`src/rtl/meta_pkg.sv`:
```
// Shared types and helpers for the metadata cache: FSM state encoding,
// default parameter values and address-field width helpers.
package meta_pkg;

    localparam int ADDR_W          = 32;
    localparam int DEF_DATA_WIDTH  = 32;
    localparam int DEF_CACHE_DEPTH = 64;
    localparam int DEF_MEM_LATENCY = 1;
    localparam int DEF_CNT_WIDTH   = 32;

    typedef enum logic [1:0] {
        ST_IDLE,
        ST_LOOKUP,
        ST_MISS_WAIT,
        ST_RESP
    } state_t;

    // Number of index bits for a direct-mapped cache of the given depth.
    function automatic int idx_width(input int depth);
        return $clog2(depth);
    endfunction

    // Tag bits left over once word offset (2 bits) and index are removed.
    function automatic int tag_width(input int depth);
        return ADDR_W - $clog2(depth) - 2;
    endfunction

endpackage

```
`src/rtl/meta_line_store.sv`:
```
// Line storage for the metadata cache: tag and data arrays (no reset,
// registered read) plus per-line valid bits that reset and flush clear.
module meta_line_store
    import meta_pkg::*;
#(
    parameter int DATA_WIDTH  = DEF_DATA_WIDTH,
    parameter int CACHE_DEPTH = DEF_CACHE_DEPTH,
    localparam int IDX_W      = idx_width(CACHE_DEPTH),
    localparam int TAG_W      = tag_width(CACHE_DEPTH)
) (
    input  logic                  clk,
    input  logic                  rst_n,
    input  logic                  flush,
    input  logic                  rd_en,
    input  logic [IDX_W-1:0]      rd_idx,
    output logic                  rd_valid,
    output logic [TAG_W-1:0]      rd_tag,
    output logic [DATA_WIDTH-1:0] rd_data,
    input  logic                  wr_en,
    input  logic [IDX_W-1:0]      wr_idx,
    input  logic [TAG_W-1:0]      wr_tag,
    input  logic [DATA_WIDTH-1:0] wr_data,
    input  logic                  wr_valid
);

    logic [TAG_W-1:0]      tag_mem  [CACHE_DEPTH];
    logic [DATA_WIDTH-1:0] data_mem [CACHE_DEPTH];
    logic [CACHE_DEPTH-1:0] valid_bits;

    // Fill writes tag and data; old contents are simply overwritten.
    always_ff @(posedge clk) begin
        if (wr_en) begin
            tag_mem[wr_idx]  <= wr_tag;
            data_mem[wr_idx] <= wr_data;
        end
    end

    // Registered read of tag/data, launched when a request is accepted.
    always_ff @(posedge clk) begin
        if (rd_en) begin
            rd_tag  <= tag_mem[rd_idx];
            rd_data <= data_mem[rd_idx];
        end
    end

    // Registered valid read; a flush on the same edge forces a miss.
    always_ff @(posedge clk or negedge rst_n) begin
        if (!rst_n) begin
            rd_valid <= 1'b0;
        end else if (rd_en) begin
            rd_valid <= valid_bits[rd_idx] & ~flush;
        end
    end

    // Valid bits: flush clears every line and takes priority over a fill.
    always_ff @(posedge clk or negedge rst_n) begin
        if (!rst_n) begin
            valid_bits <= '0;
        end else if (flush) begin
            valid_bits <= '0;
        end else if (wr_en) begin
            valid_bits[wr_idx] <= wr_valid;
        end
    end

endmodule

```
`src/rtl/meta_cache_decode.sv`:
```
// Direct-mapped, read-only metadata cache: accepts word lookups, serves hits
// from the line store and refills misses from a fixed-latency memory port.
module meta_cache_decode
    import meta_pkg::*;
#(
    parameter int DATA_WIDTH  = DEF_DATA_WIDTH,
    parameter int CACHE_DEPTH = DEF_CACHE_DEPTH,
    parameter int MEM_LATENCY = DEF_MEM_LATENCY,
    parameter int CNT_WIDTH   = DEF_CNT_WIDTH
) (
    input  logic                  clk,
    input  logic                  rst_n,
    input  logic                  req_valid,
    input  logic [31:0]           req_addr,
    output logic                  req_ready,
    output logic                  mem_en,
    output logic [31:0]           mem_addr,
    input  logic [DATA_WIDTH-1:0] mem_rdata,
    output logic                  meta_valid,
    output logic [DATA_WIDTH-1:0] meta_rdata,
    input  logic                  meta_ready,
    input  logic                  flush,
    output logic [CNT_WIDTH-1:0]  hit_count,
    output logic [CNT_WIDTH-1:0]  miss_count
);

    localparam int IDX_W = idx_width(CACHE_DEPTH);
    localparam int TAG_W = tag_width(CACHE_DEPTH);
    localparam int LAT_W = $clog2(MEM_LATENCY + 1);

    state_t                state_reg, state_next;
    logic [29:0]           word_addr_reg;
    logic [LAT_W-1:0]      lat_cnt_reg;
    logic [DATA_WIDTH-1:0] resp_reg;
    logic                  flush_seen_reg;
    logic [CNT_WIDTH-1:0]  hit_count_reg;
    logic [CNT_WIDTH-1:0]  miss_count_reg;

    logic                  store_rd_valid;
    logic [TAG_W-1:0]      store_rd_tag;
    logic [DATA_WIDTH-1:0] store_rd_data;

    logic accept;
    logic lookup_hit;
    logic lookup_miss;
    logic fill_done;
    logic unused_addr_bits;

    assign unused_addr_bits = ^req_addr[1:0];
    assign accept      = req_valid && req_ready;
    assign lookup_hit  = (state_reg == ST_LOOKUP) && store_rd_valid &&
                         (store_rd_tag == word_addr_reg[29:IDX_W]);
    assign lookup_miss = (state_reg == ST_LOOKUP) && !lookup_hit;
    assign fill_done   = (state_reg == ST_MISS_WAIT) &&
                         (lat_cnt_reg == LAT_W'(MEM_LATENCY - 1));

    assign mem_addr   = {word_addr_reg, 2'b00};
    assign meta_valid = (state_reg == ST_RESP);
    assign meta_rdata = resp_reg;
    assign hit_count  = hit_count_reg;
    assign miss_count = miss_count_reg;

    meta_line_store #(
        .DATA_WIDTH  (DATA_WIDTH),
        .CACHE_DEPTH (CACHE_DEPTH)
    ) u_store (
        .clk      (clk),
        .rst_n    (rst_n),
        .flush    (flush),
        .rd_en    (accept),
        .rd_idx   (req_addr[IDX_W+1:2]),
        .rd_valid (store_rd_valid),
        .rd_tag   (store_rd_tag),
        .rd_data  (store_rd_data),
        .wr_en    (fill_done),
        .wr_idx   (word_addr_reg[IDX_W-1:0]),
        .wr_tag   (word_addr_reg[29:IDX_W]),
        .wr_data  (mem_rdata),
        .wr_valid (!flush_seen_reg)
    );

    // FSM state register.
    always_ff @(posedge clk or negedge rst_n) begin
        if (!rst_n) begin
            state_reg <= ST_IDLE;
        end else begin
            state_reg <= state_next;
        end
    end

    // Next-state logic with handshake and memory strobe outputs.
    always_comb begin
        state_next = state_reg;
        req_ready  = 1'b0;
        mem_en     = 1'b0;
        case (state_reg)
            ST_IDLE: begin
                req_ready = 1'b1;
                if (req_valid) state_next = ST_LOOKUP;
            end
            ST_LOOKUP: begin
                if (lookup_hit) begin
                    state_next = ST_RESP;
                end else begin
                    mem_en     = 1'b1;
                    state_next = ST_MISS_WAIT;
                end
            end
            ST_MISS_WAIT: begin
                if (fill_done) state_next = ST_RESP;
            end
            ST_RESP: begin
                req_ready = meta_ready;
                if (meta_ready) state_next = req_valid ? ST_LOOKUP : ST_IDLE;
            end
            default: state_next = ST_IDLE;
        endcase
    end

    // Request address capture and memory latency counter.
    always_ff @(posedge clk or negedge rst_n) begin
        if (!rst_n) begin
            word_addr_reg <= '0;
            lat_cnt_reg   <= '0;
        end else begin
            if (accept) word_addr_reg <= req_addr[31:2];
            if (state_reg == ST_LOOKUP) begin
                lat_cnt_reg <= '0;
            end else if (state_reg == ST_MISS_WAIT) begin
                lat_cnt_reg <= lat_cnt_reg + 1'b1;
            end
        end
    end

    // Response register, loaded from the line on a hit or from memory on a fill.
    always_ff @(posedge clk or negedge rst_n) begin
        if (!rst_n) begin
            resp_reg <= '0;
        end else if (lookup_hit) begin
            resp_reg <= store_rd_data;
        end else if (fill_done) begin
            resp_reg <= mem_rdata;
        end
    end

    // Remember a flush seen while a miss is outstanding so the fill stays invalid.
    always_ff @(posedge clk or negedge rst_n) begin
        if (!rst_n) begin
            flush_seen_reg <= 1'b0;
        end else if (accept) begin
            flush_seen_reg <= 1'b0;
        end else if (flush) begin
            flush_seen_reg <= 1'b1;
        end
    end

    // Saturating hit/miss statistics.
    always_ff @(posedge clk or negedge rst_n) begin
        if (!rst_n) begin
            hit_count_reg  <= '0;
            miss_count_reg <= '0;
        end else begin
            if (lookup_hit && (hit_count_reg != '1)) hit_count_reg <= hit_count_reg + 1'b1;
            if (lookup_miss && (miss_count_reg != '1)) miss_count_reg <= miss_count_reg + 1'b1;
        end
    end

endmodule

```
`config.mk`:
```
export PLATFORM = sky130hd
export DESIGN_NAME = meta_cache_decode
export DESIGN_NICKNAME = d
export VERILOG_FILES = /design/src/rtl/meta_pkg.sv /design/src/rtl/meta_line_store.sv /design/src/rtl/meta_cache_decode.sv
export SDC_FILE = /design/constraint.sdc
export NUM_CORES = 2
export LEC_CHECK = 0
export BUFFER_PORTS_ARGS = -buffer_cell sky130_fd_sc_hd__buf_4
export CAP_MARGIN = 10
export CORE_UTILIZATION = 56
export CTS_CLUSTER_DIAMETER = 40
export CTS_CLUSTER_SIZE = 20
export DETAILED_ROUTE_END_ITERATION = 12
export GPL_ROUTABILITY_DRIVEN = 1
export PLACE_DENSITY = 0.78
export SETUP_SLACK_MARGIN = 0.02
export SKIP_CTS_REPAIR_TIMING = 1
export SYNTH_ARGS = -nofsm -noshare
export SYNTH_HDL_FRONTEND = slang
export SYNTH_SLANG_ARGS = --single-unit
```
`constraint.sdc`:
```
create_clock -name clk -period 4.24 [get_ports clk]
set_input_delay 0.424 -clock clk [delete_from_list [all_inputs] [get_ports clk]]
set_output_delay 0.424 -clock clk [all_outputs]
set_load 0.05 [all_outputs]
```
==> reports/qor.txt <==
WP data arrival: 3.60 ns
DR iter-0 viols: 12,670
DR WL met3: 57,380 microns
Root buf cell: clkbuf_16
Fin. max-slew vios: 0
Fin. Hold Viols: 0
Clock buffer depth: 4
Failing checks: design-rule violations
RD Place Congestion: 0.8208
Setup ws final: 0.2143 ns
# DRC: 1
Synth Warn #: 0
Critical path class: reg -> out
First-pass GRT wire length: 591,900 microns
Asr flop ratio synth: 5.085%
Mapped cell area: 146,900 sq um
CTS tree: yes
CTS Sinks: 3,835
Max-Cap Viols: 0
Final non-filler cell total: 11,150
Fill cell count: 15,420
H-tree depth: 5
Initial Util: 56.47%
Initial antenna violation count: 16
GRT Total Usage: 32.15%
Antenna Nets Post-Route: 0
Library cells used by synthesis: 51
Leakage power: 55.15 nW
Die X: 514.2 microns
DP Wirelength: 201,800 microns
Hold crit path type: in -> reg
Via count: 79,260
Largest net degree at the start of global routing: 111
Sequential area share after synthesis: 77.72%
Power Dens Cells: 554.4 nW/um^2
Share of cells above drive strength 1: 31.07%
Vias in the first global route: 79,770
Max FFs per register: 2,048
Setup violations, final: 0
Dpl ws: 0.8737 ns
Clock-pin transition on the worst setup and hold timing paths: 0.06 ns
Worst-path fanout max: 12
Slew Limit Headroom: 17.70%
Area growth from synthesis to layout: 16.20%
Pre-antenna DRT Iters: 8
Wl on met1: 136,700 microns
Clock Skews: 0.1051 ns
FF/Latch Area: 114,200 sq um
Peak supply drop: 0.0005581 V
Vias/cell: 7.108
Syn_area_per_cell: 22.02 sq um
WL/cell: 38.00 microns
Port buffer count: 195
Gr ovfl total: 0
DR WL met2: 201,700 microns
Number of flops mapped to enable cells by yosys: 3,640
IO Pins: 200
Drt total wl: 423,700 microns
Fin crit period: 4.026 ns
Inst Count DP: 10,270
Fmax: 248.4 MHz
Required @ worst endpoint: 3.82 ns
Fin nets: 7,350
CP endpoint kind: output pin
Main synth FF type: edfxtp_1
Final worst path period share: 94.95%
# rows: 187
RSZ-0062 raised after global routing: false
Syn Inst Count: 6,671
Multi-input logic area: 31,510 sq um
Status: complete, but fails checks
Biggest regs: u_store.data_mem: 2048 flops, u_store.tag_mem: 1536 flops, u_store.valid_bits: 64 flops
Top sig layer: met5
Core footprint: 260,200 sq um
Yosys reg bits: 3,835
Slew @ Worst Pin: 1.231 ns
Num CTS Buffers: 444
Skew-Pair Late Insertion Delay: 1.00 ns
Die height: 514.2 microns
Biggest register: u_store.data_mem
CP Launch Type: flip-flop
Die area: 264,400 sq um
[final timing paths]
path,end,cells after the start,startpoint,slack [ns]
max in group asynchronous,miss_count[0]$_DFFE_PN0P_,3,rst_n,2.87
min in group asynchronous,hit_count[15]$_DFFE_PN0P_,2,rst_n,0.15
hold reg to reg,hit_count[12]$_DFFE_PN0P_,1,hit_count[12]$_DFFE_PN0P_,0.50
setup / recovery,mem_en,7,word_addr_reg[21]$_DFFE_PN0P_,0.21
setup reg to reg,state_reg[0]$_DFFE_PN0P_,7,word_addr_reg[21]$_DFFE_PN0P_,0.58
hold / removal,u_store.valid_bits[37]$_DFFE_PN0P_,2,flush,0.006
[cell type report]
| class | instances | area share, % |
|---|---|---|
| diodes | 9 | 0.01319 |
| clock buffers | 487 | 6.678 |
| clock inverters | 329 | 2.212 |
| inverters | 10 | 0.02492 |
| multi-input cells | 2428 | 18.45 |
| flip-flops and latches | 3835 | 66.90 |
| well taps | 3496 | 2.562 |
| repair buffers | 556 | 3.158 |
[worst max-delay path: stages, from the launching register on]
cell and delay (ns):
dfrtp_2 0.44, xnor2_1 0.61, nand4_1 0.19, or4_4 0.69, o21ai_0 0.19, buf_4 0.22
inv_1 0.05, buf_4 0.18
[metrics by stage]
| stage | util, % | setup TNS, ns | instance area (sq um) | hold WS, ns | power [W] |
|---|---|---|---|---|---|
| after CTS | 65.37 | 0 | 170100 | -0.4416 | 0.09451 |
| after floorplan | - | -82.72 | 146900 | 0.1284 | 0.05122 |
| final | 65.62 | 0 | 170700 | 0.006313 | 0.09466 |
| after detailed placement | 59.54 | 0 | 154900 | 0.4851 | 0.05550 |
| after global placement | 59.54 | 0 | 154900 | 0.4756 | 0.05507 |
| after global routing | 65.61 | 0 | 170700 | 0.003203 | 0.09652 |
[report_power, final]
part | internal [W] | switching (W)
logic | 0.00265 | 0.00745
clock network | 0.0229 | 0.0165
registers | 0.0445 | 0.000649
[layout by cell type, fill, tap and decap left out, types with 65 or more instances in the layout]
| cell type | synthesis | routed |
|---|---|---|
| clkbuf_16 | 0 | 448 |
| dfrtp_1 | 195 | 171 |
| edfxtp_1 | 3640 | 3640 |
| a22oi_1 | 78 | 78 |
| nor2_4 | 0 | 66 |
| a21oi_1 | 194 | 194 |
| a22o_1 | 65 | 65 |
| mux4_2 | 947 | 947 |
| buf_4 | 24 | 411 |
| buf_12 | 0 | 80 |
| inv_6 | 0 | 65 |
| mux2i_1 | 84 | 84 |
| nand2_1 | 133 | 131 |
| o21ai_0 | 88 | 88 |
| or3_1 | 83 | 83 |
| nor2_1 | 156 | 90 |
| mux2_2 | 71 | 71 |
| a221oi_1 | 65 | 65 |
[per-layer routing]
layer	track usage [%]	up-vias
met3	9.054	1543
li1	-	29500
met2	50.73	7411
met4	18.57	16
met5	0	-
met1	40.22	40790
[kinds of logic after synthesis]
family,Yosys count,synth area share [%]
DFF,3835,77.72
muxes,1102,15.63
AOI/OAI and AO/OA,635,2.835
and+or+nand+nor,597,2.018
buffers and inverters,409,1.229
xor gates and xnor gates,86,0.5127
adders and majority gates,6,0.05110
other,1,0.002552
[cells in the mapped netlist (57+ instances only)]
cell	n	area (sq um)
a21oi_1	194	970.9
a221oi_1	65	569.3
a22o_1	65	569.3
a22oi_1	78	585.6
buf_2	120	600.6
clkbuf_1	219	822.0
dfrtp_1	195	4880
edfxtp_1	3640	109300
mux2_2	71	799.5
mux2i_1	84	840.8
mux4_2	947	21330
nand2_1	133	499.2
nor2_1	156	585.6
o21ai_0	88	440.4
o22ai_1	63	394.1
or3_1	83	519.3
xnor2_1	57	499.2
Power figures use the tool's default switching activity.
